`src/rtl/jam_cost_responder.sv`:
```
// Responder for the job-assignment solver: serially loaded N x N cost table,
// zero-latency (W, J) lookups, lookup-cycle counting and result capture.
module jam_cost_responder #(
   parameter int unsigned N      = 8,
   parameter int unsigned COST_W = 7,
   parameter int unsigned SUM_W  = 10,
   parameter int unsigned MC_W   = 4,
   parameter int unsigned QCNT_W = 16
) (
   input  logic                    CLK,
   input  logic                    RST_n,
   input  logic                    load_start,
   input  logic                    load_valid,
   input  logic [COST_W-1:0]       load_data,
   output logic                    load_ready,
   input  logic [$clog2(N)-1:0]    W,
   input  logic [$clog2(N)-1:0]    J,
   output logic [COST_W-1:0]       Cost,
   output logic                    serve_ready,
   input  logic                    Valid,
   input  logic [SUM_W-1:0]        MinCost,
   input  logic [MC_W-1:0]         MatchCount,
   output logic                    res_valid,
   output logic [SUM_W-1:0]        res_min_cost,
   output logic [MC_W-1:0]         res_match_count,
   output logic [QCNT_W-1:0]       query_cnt
);

   localparam int unsigned IW    = $clog2(N);
   localparam int unsigned AW    = 2 * IW;
   localparam int unsigned DEPTH = N * N;
   localparam logic [AW-1:0] LAST_ADDR = AW'(DEPTH - 1);

   typedef enum logic [1:0] {
      IDLE  = 2'd0,
      LOAD  = 2'd1,
      SERVE = 2'd2,
      DONE  = 2'd3
   } state_t;

   state_t              state_q, state_d;
   logic [AW-1:0]       addr_q, addr_d;
   logic [QCNT_W-1:0]   qcnt_q, qcnt_d;
   logic                res_valid_q, res_valid_d;
   logic [SUM_W-1:0]    res_min_q, res_min_d;
   logic [MC_W-1:0]     res_mc_q, res_mc_d;
   logic [COST_W-1:0]   table_q [DEPTH];

   logic                wr_en;
   logic [AW-1:0]       wr_addr;

   always_comb begin
      state_d     = state_q;
      addr_d      = addr_q;
      qcnt_d      = qcnt_q;
      res_valid_d = res_valid_q;
      res_min_d   = res_min_q;
      res_mc_d    = res_mc_q;
      wr_en       = 1'b0;
      wr_addr     = '0;

      // load_start from any non-LOAD state re-enters LOAD and drops stale results
      if (load_start && state_q != LOAD) begin
         state_d     = LOAD;
         addr_d      = '0;
         qcnt_d      = '0;
         res_valid_d = 1'b0;
         res_min_d   = '0;
         res_mc_d    = '0;
      end else begin
         case (state_q)
            LOAD: begin
               if (load_start) begin
                  addr_d = '0;
                  if (load_valid) begin
                     wr_en  = 1'b1;
                     wr_addr = '0;
                     addr_d = AW'(1);
                  end
               end else if (load_valid) begin
                  wr_en   = 1'b1;
                  wr_addr = addr_q;
                  if (addr_q == LAST_ADDR) begin
                     state_d = SERVE;
                     addr_d  = '0;
                  end else begin
                     addr_d = addr_q + 1'b1;
                  end
               end
            end
            SERVE: begin
               if (qcnt_q != '1) qcnt_d = qcnt_q + 1'b1;
               if (Valid) begin
                  res_valid_d = 1'b1;
                  res_min_d   = MinCost;
                  res_mc_d    = MatchCount;
                  state_d     = DONE;
               end
            end
            default: ;
         endcase
      end
   end

   always_ff @(posedge CLK or negedge RST_n) begin
      if (!RST_n) begin
         state_q     <= IDLE;
         addr_q      <= '0;
         qcnt_q      <= '0;
         res_valid_q <= 1'b0;
         res_min_q   <= '0;
         res_mc_q    <= '0;
         for (int unsigned i = 0; i < DEPTH; i++) table_q[i] <= '0;
      end else begin
         state_q     <= state_d;
         addr_q      <= addr_d;
         qcnt_q      <= qcnt_d;
         res_valid_q <= res_valid_d;
         res_min_q   <= res_min_d;
         res_mc_q    <= res_mc_d;
         if (wr_en) table_q[wr_addr] <= load_data;
      end
   end

   always_comb begin
      Cost = '0;
      if (state_q == SERVE || state_q == DONE) Cost = table_q[{W, J}];
   end

   assign load_ready      = (state_q == LOAD);
   assign serve_ready     = (state_q == SERVE);
   assign res_valid       = res_valid_q;
   assign res_min_cost    = res_min_q;
   assign res_match_count = res_mc_q;
   assign query_cnt       = qcnt_q;

endmodule
```
`config.mk`:
```
export PLATFORM = sky130hd
export DESIGN_NAME = jam_cost_responder
export DESIGN_NICKNAME = d
export VERILOG_FILES = /design/src/rtl/jam_cost_responder.sv
export SDC_FILE = /design/constraint.sdc
export NUM_CORES = 1
export LEC_CHECK = 0
export CORE_MARGIN = 2
export CORE_UTILIZATION = 60
export CTS_BUF_LIST = sky130_fd_sc_hd__clkbuf_8
export DETAILED_ROUTE_END_ITERATION = 8
export PLACE_DENSITY = 0.78
export SYNTH_ARGS = -nofsm -noshare
export SYNTH_HDL_FRONTEND = slang
export SYNTH_SLANG_ARGS = --single-unit
```
`constraint.sdc`:
```
create_clock -name CLK -period 3.2 [get_ports CLK]
set_input_delay 0.48 -clock CLK [delete_from_list [all_inputs] [get_ports CLK]]
set_output_delay 0.48 -clock CLK [all_outputs]
set_load 0.1 [all_outputs]
```
After elaboration in Yosys (flattened, before gate mapping)
Cells that the tools add are included.
{ "word_totals": {"regBits": 487, "elab_cells": 138, "inputBits": 32} }
{ "op_classes": {"muxes": 38, "eq_ne": 10, "bitwise": 2, "addsub": 2, "n_reduce_logical": 13, "order_cmp": 3} }
{ "op_table": {"columns": ["op", "count"], "rows": [
  ["$bwmux 448", 1],
  ["$mux 6", 9],
  ["$mux 16", 3],
  ["$bmux 7 s6", 1],
  ["$demux 7 s6", 1],
  ["$mux 10", 3],
  ["$mux 7", 4],
  ["$add 16x1->16 const B", 1],
  ["$ne 16x16->1 const B", 1],
  ["$ge 7x7->1 const B", 2],
  ["$not 6->7", 2],
  ["$mux 4", 3],
  ["$mux 2", 5],
  ["$reduce_bool 2->1", 4],
  ["$lt 7x1->1 const B", 1],
  ["$mux 1", 7],
  ["$add 6x1->6 const B", 1],
  ["$eq 6x6->1 const B", 1],
  ["$ne 3x1->1 const B", 2],
  ["$ne 3x2->1 const B", 2],
  ["$reduce_and 2->1", 3],
  ["$reduce_bool 3->1", 2],
  ["$reduce_and 5->1", 1],
  ["$eq 2x2->1 const B", 2],
  ["other kinds (5)", 6]
]} }

Logic depth before layout (Yosys ltp)
Gate-level depths: netlist of run 1.
{ "depth": {"ltp_word": 10, "ltp_mapped": 10, "mapped_depth_nobuf": 7} }

Worst setup path before layout of run 1
OpenSTA, ideal clock, no wires.
{ "synth_timing": {"path_kind": "register -> output", "from": "register state_q[0]", "to": "output Cost[0]", "arrival_ps": 4171, "required_time_ps": 2720, "setup_slack_ps": -1451, "path_stages_with_launch": 6, "n_path_buf": 1, "path_cell_list": "dfrtp_1 inv_1 ha_1 clkbuf_1 o21ai_1 o31ai_1"} }
{ "synth_via": {"elab_chain_cells": 3, "word_cells_on_any_way": 4, "cone_classes": "2 x eq/ne; 1 x mux; 1 x reduce/logical"} }
{ "synth_rtl": {"columns": ["item", "line", "rtl"], "rows": [
  ["start, declared", "41", "state_t state_q, state_d;"],
  ["start signal, assigned", "115", "state_q <= state_d;"],
  ["$eq 2x2->1", null, null],
  ["via serve_ready", "19", "output logic serve_ready,"],
  ["$logic_or 1x1->1", "127", "if (state_q == SERVE || state_q == DONE) Cost = table_q[{W, J}];"],
  ["$mux 7", "127", null],
  ["end, declared", "18", "output logic [COST_W-1:0] Cost,"]
]} }
The timed path passes the listed nets, and every way through them passes these cells.

Worst setup path in the final report of run 1
{ "layout_timing": {"from": "register table_q[63] (netlist name)", "to": "output Cost[0]"} }
{ "layout_via": {"elab_chain_cells": 4} }
{ "layout_rtl": {"columns": ["item", "line", "rtl"], "rows": [
  ["start, declared", "47", "logic [COST_W-1:0] table_q [DEPTH];"],
  ["start signal, assigned by index", "121", "if (wr_en) table_q[wr_addr] <= load_data;"],
  ["$bmux 7 s6", "127", null],
  ["$mux 7 (implied by the code) (2 in a row)", "127", null],
  ["$mux 7", "127", null]
]} }
No other way between the ends. The select of a mux whose other input is x is not followed.

==> flow_summary.ini, run 1 <==
[outcome]
status = finished, final reports clean

[synthesis]
synth_area_leader_cell = dfrtp_1
avgSynthCellArea_um2 = 14.8
syn_area_um2 = 22600
synth_nets = 1570
netlist.area_leader.share_pct = 53.9
synth.area.top_cells = dfrtp_1 54%, mux2_2 22%, mux4_2 12%
ys_top_cells_by_count = 487 x dfrtp_1, 440 x mux2_2, 118 x mux4_2
synth_edf_count = 0
syn_inst = 1532
ys.flop_type = dfrtp_1
yosysWarnings = 0
ys_types = 54
seq_area_frac_synth_pct = 53.9
synth_seq_cells = 487
synth.most_common_cell = dfrtp_1
synthArstFlopShare_pct = 100

[finish]
nFillCells = 2491
final_util_pct = 69.6
nets = 1706
regArea_um2 = 12200
drive_gt1_share_pct = 49.4
n_antenna_cell = 0
multi_input_area_um2 = 9950
area_delta_synth_final_pct = 15.1

[placement]
portBuffers = 71
post-place-ws_ns = 0.101
gp_congestion = 0.964
hpwlAfterDp_mm = 34.3

[setup_path]
crit_type = flip-flop to output pin
crit_path_start_kind = flip-flop
critPathMaxStageDelay_ns = 0.53
worst-path-buf-inv = 1
cp.arrival_ns = 2.65
cp_common_cell = mux4_2
cp-end-kind = output pin
crit_family = multiplexers
crit_fanout = 2
cp_slowest_cell = mux4_2
critPathRequiredTime_ns = 2.72
crit_chain = mux4_2, mux4_2, o21ai_0, o31ai_4, buf_12

[power_and_ir_drop]
vdd_drop_max_mv = 0.310
power_density_nw_per_um2 = 553
leakagePower_nw = 12.7
power_mw = 14.4

[detailed_routing]
drtIter0Drc = 1012
post-route-drc-count = 0
met3_length_mm = 2.86
wirelength_mm = 52.4
vias_per_cell = 6.13
vias = 13700
drt-wirelength-per-cell_um = 23.4
top_layer = met4
dr.pass1.iters = 6
postRouteAntennaNets = 0
wl_met1_mm = 22.7
route.met2.wl_mm = 25.4

[global_routing]
overflow = 0
grt_usage_pct = 28.1
grt_pass1_vias = 14600
grt_pass1_wl_mm = 83.2
grt_max_degree = 97
antenna_found_initial = 0

[sta]
fin_crit_ns = 3.13
slew_viol_final = 0
worst_slack_ns = 0.0654
setup_tns_ns = 0
fmax_mhz = 319
maxSlewHeadroom_pct = 15.9
setup_violations = 0
tightest_slew_ns = 1.26
finalCritPeriodShare_pct = 98.0
finalHoldViolations = 0
rsz0062_at_grt = no
worst_hold_slack_ns = 0.420
skew_ns = 0.0233

[floorplanning]
num_io_pins = 72
die_h_um = 198
rows = 71
core-area_um2 = 37400
dieArea_um2 = 39200
start_util_pct = 60.4
die_w_um = 198

[clocking]
ctsRootBufferMaster = clkbuf_8
cts_max_path_buffers = 3
cts_max_level = 3
clock_latency_ns = 0.63
path_clk_slew_ns = 0.07
cts.sinks = 487
cts_tree = done
cts_made_buffers = 79

[job]
cap_violations = 0

[hold_path]
hold_path.class = input pin to flip-flop
[cells by family after synthesis]
| kind of cell | synth area share (%) |
|---|---|
| multiplexers | 35.5 |
| buffers and inverters | 2.36 |
| XOR/XNOR | 0.504 |
| AND/OR/NAND/NOR | 5.00 |
| flip-flops | 53.9 |
| adder cells (fa/ha/maj) | 0.332 |
| AO/OA/AOI/OAI | 2.37 |
[repair_timing]
action                                  in CTS  in global routing
gates resized for setup                      0                  3
hold endpoints to repair                    84                  0
hold buffers                                 1                  0
endpoints found under the setup margin       0                  4
setup buffers                                0                  0
[worst min-delay path, stage by stage]
cell,delay [ns]
clkdlybuf4s50_1,0.40
nand2_1,0.05
o21ai_0,0.06
[final cells by class]
type | count | share of cell area [%]
multi-input combinational | 923 | 38.2
inverter | 7 | 0.101
sequential | 487 | 46.8
timing repair buffer | 170 | 6.25
clock inverter | 39 | 0.668
tap | 511 | 2.46
clock buffer | 103 | 5.45
[path summary, 6_finish.rpt]
check / from / endpoint / slack (ns) / depth (start not counted)
min in group asynchronous: RST_n / table_q[163]$_DFFE_PN0P_ / 0.51 / 2
max: table_q[63]$_DFFE_PN0P_ / Cost[0] / 0.07 / 5
min: MinCost[8] / res_min_cost[8]$_DFFE_PN0P_ / 0.42 / 3
max in group asynchronous: RST_n / table_q[351]$_DFFE_PN0P_ / 1.74 / 3
max reg2reg: state_q[1]$_DFFE_PN0P_ / table_q[146]$_DFFE_PN0P_ / 0.33 / 8
min reg2reg: res_min_cost[1]$_DFFE_PN0P_ / res_min_cost[1]$_DFFE_PN0P_ / 0.48 / 2
[stage by stage]
| step | instances | area [um2] |
|---|---|---|
| 6_report | 2240 | 26000 |
| 5_1_grt | 2240 | 26000 |
| 4_1_cts | 2240 | 26000 |
| 3_5_place_dp | 2097 | 24400 |
| 3_3_place_gp | 2097 | 24400 |
| 2_1_floorplan | 1532 | 22700 |
[cell usage in the layout, fill, tap and decap left out, types with 24 or more instances in the layout]
cell type,instances
clkdlybuf4s50_1,35
buf_4,103
nand2_1,82
clkbuf_8,103
mux2_2,440
dfrtp_1,487
mux2i_1,29
nor2_1,38
mux4_2,118
inv_1,32
o21ai_0,24
[sequential cells by signal, summed over array words and instances, names as in the netlist]
signal,flops
query_cnt,16
res_valid,1
res_min_cost,10
res_match_count,4
state_q,2
addr_q,6
table_q,448
[power breakdown]
part | switching [mW] | total, mW | internal, mW
Combinational | 1.90 | 2.62 | 0.721
Sequential | 0.119 | 6.46 | 6.34
Clock | 2.43 | 5.31 | 2.88
[per-layer routing]
layer  vias to the layer above  GRT usage, %
met5                         -             0
met4                         0          10.4
met3                        94          5.28
met2                       411          45.2
met1                      7280          38.7
li1                       5943             -
Note: power is estimated with default switching activity, not from simulation.
==> run 2, diff against run 1 <==
Settings changed: GPL_TIMING_DRIVEN set to 1, HOLD_SLACK_MARGIN set to 0.15.
==> results of run 2 <==
No change in the layout: final DEF, timing and power equal those of run 1.
